## src/rtl/btu_input_collector.sv

```systemverilog
// Collects a stream of input words plus the bit width n into one bundle for the
// bit transpose core, with short-batch (in_last) and back-to-back batch support.
module btu_input_collector #(
  parameter int unsigned DATA_WIDTH = 32,
  parameter int unsigned NUM_WORDS  = 32,
  parameter int unsigned MAX_N      = 16
) (
  input  logic                                 clk_i,
  input  logic                                 rst_ni,
  input  logic                                 in_valid_i,
  output logic                                 in_ready_o,
  input  logic [DATA_WIDTH-1:0]                in_data_i,
  input  logic [4:0]                           in_n_i,
  input  logic                                 in_last_i,
  output logic                                 out_valid_o,
  input  logic                                 out_ready_i,
  output logic [5+NUM_WORDS*DATA_WIDTH-1:0]    out_bundle_o,
  output logic [5:0]                           word_cnt_o,
  output logic                                 err_n_o
);

  localparam int unsigned IdxW    = $clog2(NUM_WORDS);
  localparam logic [5:0]  LastIdx = 6'(NUM_WORDS - 1);
  localparam logic [4:0]  MaxN    = 5'(MAX_N);

  typedef enum logic {StFill, StFull} state_e;

  state_e                               state_q, state_d;
  logic [NUM_WORDS-1:0][DATA_WIDTH-1:0] data_q, data_d;
  logic [4:0]                           n_q, n_d;
  logic [5:0]                           cnt_q, cnt_d;
  logic                                 err_q, err_d;

  logic       accept;
  logic       batch_done;
  logic       n_illegal;
  logic [5:0] wr_idx;

  always_ff @(posedge clk_i) begin
    if (!rst_ni) begin
      state_q <= StFill;
    end else begin
      state_q <= state_d;
    end
  end

  // A word accepted while FULL can only happen during the output handshake,
  // so it always starts the next batch at index 0.
  assign accept     = in_valid_i & in_ready_o;
  assign wr_idx     = (state_q == StFull) ? 6'd0 : cnt_q;
  assign batch_done = accept & (in_last_i | (wr_idx == LastIdx));
  assign n_illegal  = (in_n_i == 5'd0) || (in_n_i > MaxN);

  always_comb begin
    state_d = state_q;
    unique case (state_q)
      StFill: if (batch_done) state_d = StFull;
      StFull: if (out_ready_i) state_d = batch_done ? StFull : StFill;
      default: state_d = StFill;
    endcase
  end

  always_comb begin
    in_ready_o  = 1'b1;
    out_valid_o = 1'b0;
    unique case (state_q)
      StFill: ;
      StFull: begin
        in_ready_o  = out_ready_i;
        out_valid_o = 1'b1;
      end
      default: ;
    endcase
  end

  always_comb begin
    data_d = data_q;
    n_d    = n_q;
    cnt_d  = cnt_q;
    err_d  = 1'b0;
    if ((state_q == StFull) && out_ready_i) cnt_d = 6'd0;
    if (accept) begin
      if (wr_idx == 6'd0) begin
        data_d = '0;
        n_d    = n_illegal ? MaxN : in_n_i;
        err_d  = n_illegal;
      end
      data_d[wr_idx[IdxW-1:0]] = in_data_i;
      cnt_d = wr_idx + 6'd1;
    end
  end

  always_ff @(posedge clk_i) begin
    if (!rst_ni) begin
      data_q <= '0;
      n_q    <= '0;
      cnt_q  <= '0;
      err_q  <= 1'b0;
    end else begin
      data_q <= data_d;
      n_q    <= n_d;
      cnt_q  <= cnt_d;
      err_q  <= err_d;
    end
  end

  assign out_bundle_o = {n_q, data_q};
  assign word_cnt_o   = cnt_q;
  assign err_n_o      = err_q;

endmodule
```

## config.mk

```make
export PLATFORM = sky130hd
export DESIGN_NAME = btu_input_collector
export DESIGN_NICKNAME = d
export VERILOG_FILES = /design/src/rtl/btu_input_collector.sv
export SDC_FILE = /design/constraint.sdc
export NUM_CORES = 2
export LEC_CHECK = 0
export ABC_CLOCK_PERIOD_IN_PS = 3600
export BUFFER_PORTS_ARGS = -buffer_cell sky130_fd_sc_hd__buf_2
export CAP_MARGIN = 20
export CORE_AREA = 2 2 420 422
export CTS_BUF_LIST = sky130_fd_sc_hd__clkbuf_16
export CTS_CLUSTER_SIZE = 40
export DETAILED_ROUTE_END_ITERATION = 7
export DIE_AREA = 0 0 422 424
export PLACE_DENSITY_LB_ADDON = 0.3
export SLEW_MARGIN = 20
export SYNTH_ARGS = -nofsm -noshare
export SYNTH_HDL_FRONTEND = slang
export SYNTH_SLANG_ARGS = --single-unit
```

## constraint.sdc

```tcl
create_clock -name clk_i -period 3.6 [get_ports clk_i]
set_input_delay 0.36 -clock clk_i [delete_from_list [all_inputs] [get_ports clk_i]]
set_output_delay 0.36 -clock clk_i [all_outputs]
set_load 0.01 [all_outputs]
```

# After elaboration in Yosys (flattened, before gate mapping)
# Cells that the tools add are included.
[classes]
add_sub_neg = 1
magnitude_cmp = 3
eq_ne = 1
n_mux = 14
bitwise = 4
n_reduce_logical = 8
[op_table]
columns = ["cell", "count"]
rows = [
  ["1024-bit 2-to-1 mux", 2],
  ["1024-bit bitwise mux", 1],
  ["32-bit demux with 5-bit select", 1],
  ["32-bit 2-to-1 mux", 1],
  ["6-bit 2-to-1 mux", 3],
  ["6-bit by 1-bit adder with 6-bit output (second input constant)", 1],
  ["6-bit by 5-bit == test with 1-bit output (second input constant)", 1],
  ["6-bit logical NOT", 1],
  ["5-bit by 6-bit < comparator with 1-bit output (second input constant)", 1],
  ["5-bit by 1-bit >= comparator with 1-bit output (second input constant)", 1],
  ["5-bit > comparator (second input constant)", 1],
  ["5-bit logical NOT", 1],
  ["5-bit 2-to-1 mux", 1],
  ["1-bit 2-to-1 mux", 4],
  ["3-bit AND reduction", 1],
  ["1-bit bitwise AND", 2],
  ["1-bit logical AND", 2],
  ["1-bit case mux with 2 select lines", 1],
  ["2-bit AND reduction", 1],
  ["2-bit nonzero test", 1],
  ["1-bit logical OR", 1],
  ["1-bit inverter", 1],
  ["1-bit bitwise OR", 1],
]
[word_totals]
ff_bits = 1037
in_bits = 42
out_inout_bits = 1038
word_cells = 67

# Depth between registers and ports, before layout
[logic_depth]
word_depth = 7
ltp_mapped = 12
depth_no_buf = 8

# Worst setup path after synthesis
# Ideal clock, no wire load.
[synth_path]
path_type = "register to register"
startpoint = "register state_q"
endpoint = "register data_q, in the netlist out_bundle_o[34]"
setup_time_ps = 136
arrival_time_ps = 2089
required_time_ps = 3464
slack_ps = 1375
path_stages_with_launch = 12
path_buffers = 4
synth_period_minus_slack_ps = 2225
path_cell_list = "dfxtp_1 > buf_4 > buf_4 > inv_1 > nand2_1 > ha_1 > and2_1 > buf_2 > o21ai_1 > a21oi_1 > buf_2 > o22ai_1"
[synth_via]
elab_chain_cells = 6
elab_cells_between_ends = 12
classes_between = "2 x order compare; 7 x mux; 1 x bitwise; 2 x reduce/logical"
[synth_rtl]
columns = ["item", "line_no", "text"]
rows = [
  ["from (decl)", "28", "state_e state_q, state_d;"],
  ["from (signal assigned)", "41", "state_q <= StFill;"],
  ["from (signal assigned)", "43", "state_q <= state_d;"],
  ["6-bit 2-to-1 mux", "50", "assign wr_idx = (state_q == StFull) ? 6'd0 : cnt_q;"],
  ["5-bit by 6-bit < comparator with 1-bit output (implied by the code) / 5-bit by 1-bit >= comparator with 1-bit output (equally long branches)", "88", "data_d[wr_idx[IdxW-1:0]] = in_data_i;"],
  ["1-bit logical AND (implied by the code)", "88", ""],
  ["32-bit 2-to-1 mux (implied by the code)", "88", ""],
  ["32-bit demux with 5-bit select", "88", ""],
  ["1024-bit bitwise mux", "88", ""],
  ["to (signal assigned)", "100", "data_q <= data_d;"],
  ["to (decl)", "29", "logic [NUM_WORDS-1:0][DATA_WIDTH-1:0] data_q, data_d;"],
]
# Several ways; a longest one is shown, not always the timed one. The select of a mux whose other input is x is not followed.
# A chain may end at the register's enable or synchronous reset.

# Worst setup path in the final report
[layout_path]
startpoint = "register cnt_q[1], in the netlist word_cnt_o[1]"
endpoint = "register data_q, in the netlist out_bundle_o[147]"
[layout_via]
elab_chain_cells = 6
elab_cells_between_ends = 10
classes_between = "2 x order compare; 6 x mux; 2 x reduce/logical"
[layout_rtl]
columns = ["item", "line_no", "text"]
rows = [
  ["from (decl)", "31", "logic [5:0] cnt_q, cnt_d;"],
  ["from (signal assigned)", "102", "cnt_q <= cnt_d;"],
  ["6-bit 2-to-1 mux *", "50", ""],
  ["5-bit by 6-bit < comparator with 1-bit output (implied by the code) / 5-bit by 1-bit >= comparator with 1-bit output (equally long branches)", "88", ""],
  ["1-bit logical AND (implied by the code)", "88", ""],
  ["32-bit 2-to-1 mux (implied by the code)", "88", ""],
  ["32-bit demux with 5-bit select", "88", ""],
  ["1024-bit bitwise mux *", "88", ""],
]
# Every way passes the cells marked *; elsewhere a longest branch is shown, timed or not. The select of a mux whose other input is x is not followed.

==> run metrics <==
status finished clean; sequential standard cell area 20,800 sq um; CTS max path bufs 3; Comb pwr share 5.7%; pwr/cell area 531 nW/um^2; Worst setup SP type flip-flop; Rows roughly 150; Post-CTS Setup Bufs 0; Slew HR approximately 28%; final count of negative-setup-slack endpoints 0; Post-Route Skew 59.9 ps; clock network power share 46.1%; VDD IR max 457 uV; Multi-input gate area between 10,000 and 15,000 sq um; CTS tree done; Final min period about 2900 ps; initial antenna violation count 9; DRT iter0 DRCs 2,445; setup_tns 0 ps; CORE AREA 175,000 sq um; worst min path class in -> reg; DP Worst Slack approximately 620 ps; remaining antenna violation count 0; synth warn 0; nets@finish 4,567; CP delay by family, top simple AND/OR/NAND/NOR gates; DRT Pass-1 Iters 6; Synth Register Bits a little over 1,000; die area 179,000 sq um; Remaining DRCs 0; Top Ports 1,080; GP Congestion 0.793; Syn Inst Count roughly 3,700; commonest cells after routing, fill and taps aside 1,078 x buf_2, 1,038 x nand2_1, 1,037 x dfxtp_1; Setup WS post-layout slightly above 700 ps; final period utilization 79.8%; total CTS buffers 111; Netlist cell types 37; switching share of power 25.3%; Routed WL 166 mm; commonest non-fill, non-tap cell in the layout buf_2; worst path bufs/invs 2; RSZ-0062 raised after global routing no; internal power 17,900 uW; WP data required between 4000 and 5000 ps; Worst-Margin Slew 1080 ps; post-synthesis sequential area ratio 60.8%; Max-Cap Viols 0; Root Buffer clkbuf_16; Total Power roughly 24,000 uW; Via density 4.52; Initial Utilization between 10% and 20%; Critical Path Fanout Max 166; width of the die around 420 um; kind of critical path reg -> reg; clk sinks 1,037; via count around 31,000; CP Data Arrival Time 3420 ps; first-pass GRT wire length between 200 and 250 mm; critical path endpoint category flip-flop; routed len/inst about 24 um; port bufs 1,079; Sequential Power Share 48.2%; Sw Pwr 6080 uW; CP max stage delay 440 ps; gr usage total between 10% and 20%; clock-pin slew of the registers on the worst-case setup and hold paths 60 ps; Main synth FF type dfxtp_1; crit-path cells nor2b_1 -> inv_1 -> ha_1 -> and2_1 -> nand3_1 -> nand3_4 -> buf_12 -> o22ai_1; largest net degree at the start of global routing 167; post-DP HPWL 104 mm; via count of the first global-routing pass 28,200; die height 424 um; Leak 0.0186 uW; Post-Syn Area per Cell 9.33 sq um; Fill cells between 15,000 and 20,000; Achievable Freq 348 MHz; Pins Over Slew Limit 0; Syn-to-layout area delta 32.4%; share of cells above drive strength 1 30.1%; Netlist Area Pre-Place 34,100 sq um; CP max-delay cell buf_12; clk_lat worst skew 770 ps; syn nets 3,706; depth of the CTS H-tree 3; Final Hold Viols 0; Post-synth EDFFs 0; ys async rst share 0%; grt ovf 0
-- final cells by class --
class / count / share of cell area [%]
multi-input cells: 2193 / 25.9
clock buffers: 112 / 6.20
repair buffers: 1172 / 14.0
flip-flops and latches: 1037 / 45.9
clock inverters: 91 / 1.47
diodes: 1 / 0.00554
well taps: 2340 / 6.48
inverters: 5 / 0.0415
-- sequential cells by signal, indices dropped and copies added (netlist names) --
name          flops
state_q           1
word_cnt_o        6
err_n_o           1
n_q               5
out_bundle_o   1024
-- metrics by stage --
step	hold slack [ps]	area, sq um	utilization, %	std cells
global route	94.7	45200	25.8	6950
global placement	439	41600	23.8	6737
CTS	62.5	45200	25.8	6950
detailed placement	445	41600	23.8	6737
floorplan	480	34100	-	3659
finish	128	45200	25.8	6951
-- worst min-delay path, stage by stage --
cell	delay, ps
buf_2	100
nand2_2	180
o22ai_1	170
-- cells by family after synthesis --
| kind of cell | Yosys count | synth area share, % |
|---|---|---|
| flip-flops | 1037 | 60.8 |
| multiplexers | 36 | 1.06 |
| AND/OR/NAND/NOR | 1141 | 13.5 |
| AO/OA/AOI/OAI | 1011 | 18.5 |
| buffers and inverters | 429 | 5.91 |
| adder cells (fa/ha/maj) | 5 | 0.183 |
-- routing by layer --
| metal | track usage, % | up-vias | routed length, um |
|---|---|---|---|
| met3 | 3.49 | 285 | 10300 |
| met5 | 0 | - | 0 |
| met1 | 20.3 | 15300 | 64900 |
| met2 | 31.1 | 1201 | 84700 |
| met4 | 7.24 | 0 | 6150 |
| li1 | - | 14700 | - |
-- power groups by stage --
stage / sequential, uW / clock (uW) / combinational [uW]
after global routing: 11600 / 11800 / 1440
after detailed placement: 11800 / 0 / 1390
after floorplan: 11800 / 0 / 706
after global placement: 11800 / 0 / 1390
after CTS: 11600 / 11300 / 1400
final: 11600 / 11000 / 1380
-- cell usage after synthesis, types with 2 or more instances --
cell type,instances,share of area (%)
buf_2,211,3.1
mux2i_1,36,1.1
ha_1,5,0.18
buf_4,16,0.35
nand3b_1,4,0.088
a21oi_1,9,0.13
nor4b_4,3,0.21
inv_1,5,0.055
clkbuf_1,180,2.0
and2_1,5,0.092
nand3_2,28,0.82
nand3_1,10,0.15
o22ai_1,992,18
nand4_1,3,0.055
dfxtp_1,1037,61
nand2_1,1070,12
nor4bb_1,2,0.059
buf_6,11,0.36
o21ai_0,2,0.029
buf_1,6,0.066
nor2_1,6,0.066
nor3_1,2,0.029
a311oi_1,2,0.051
-- worst paths after layout --
kind	startpoint	slack [ps]	end	cells past startpoint
worst max-delay path	word_cnt_o[1]$_SDFFE_PN0P_	730	out_bundle_o[147]$_SDFFE_PN0P_	8
worst min-delay path	in_data_i[1]	130	out_bundle_o[33]$_SDFFE_PN0P_	3
worst max register to register	word_cnt_o[1]$_SDFFE_PN0P_	730	out_bundle_o[147]$_SDFFE_PN0P_	8
worst min register to register	out_bundle_o[152]$_SDFFE_PN0P_	450	out_bundle_o[152]$_SDFFE_PN0P_	2
-- repair_timing --
action,4_1_cts,5_1_grt
hold buffers,10,0
gates resized for setup,0,0
hold endpoints to repair,11,0
Power figures use the tool's default switching activity.
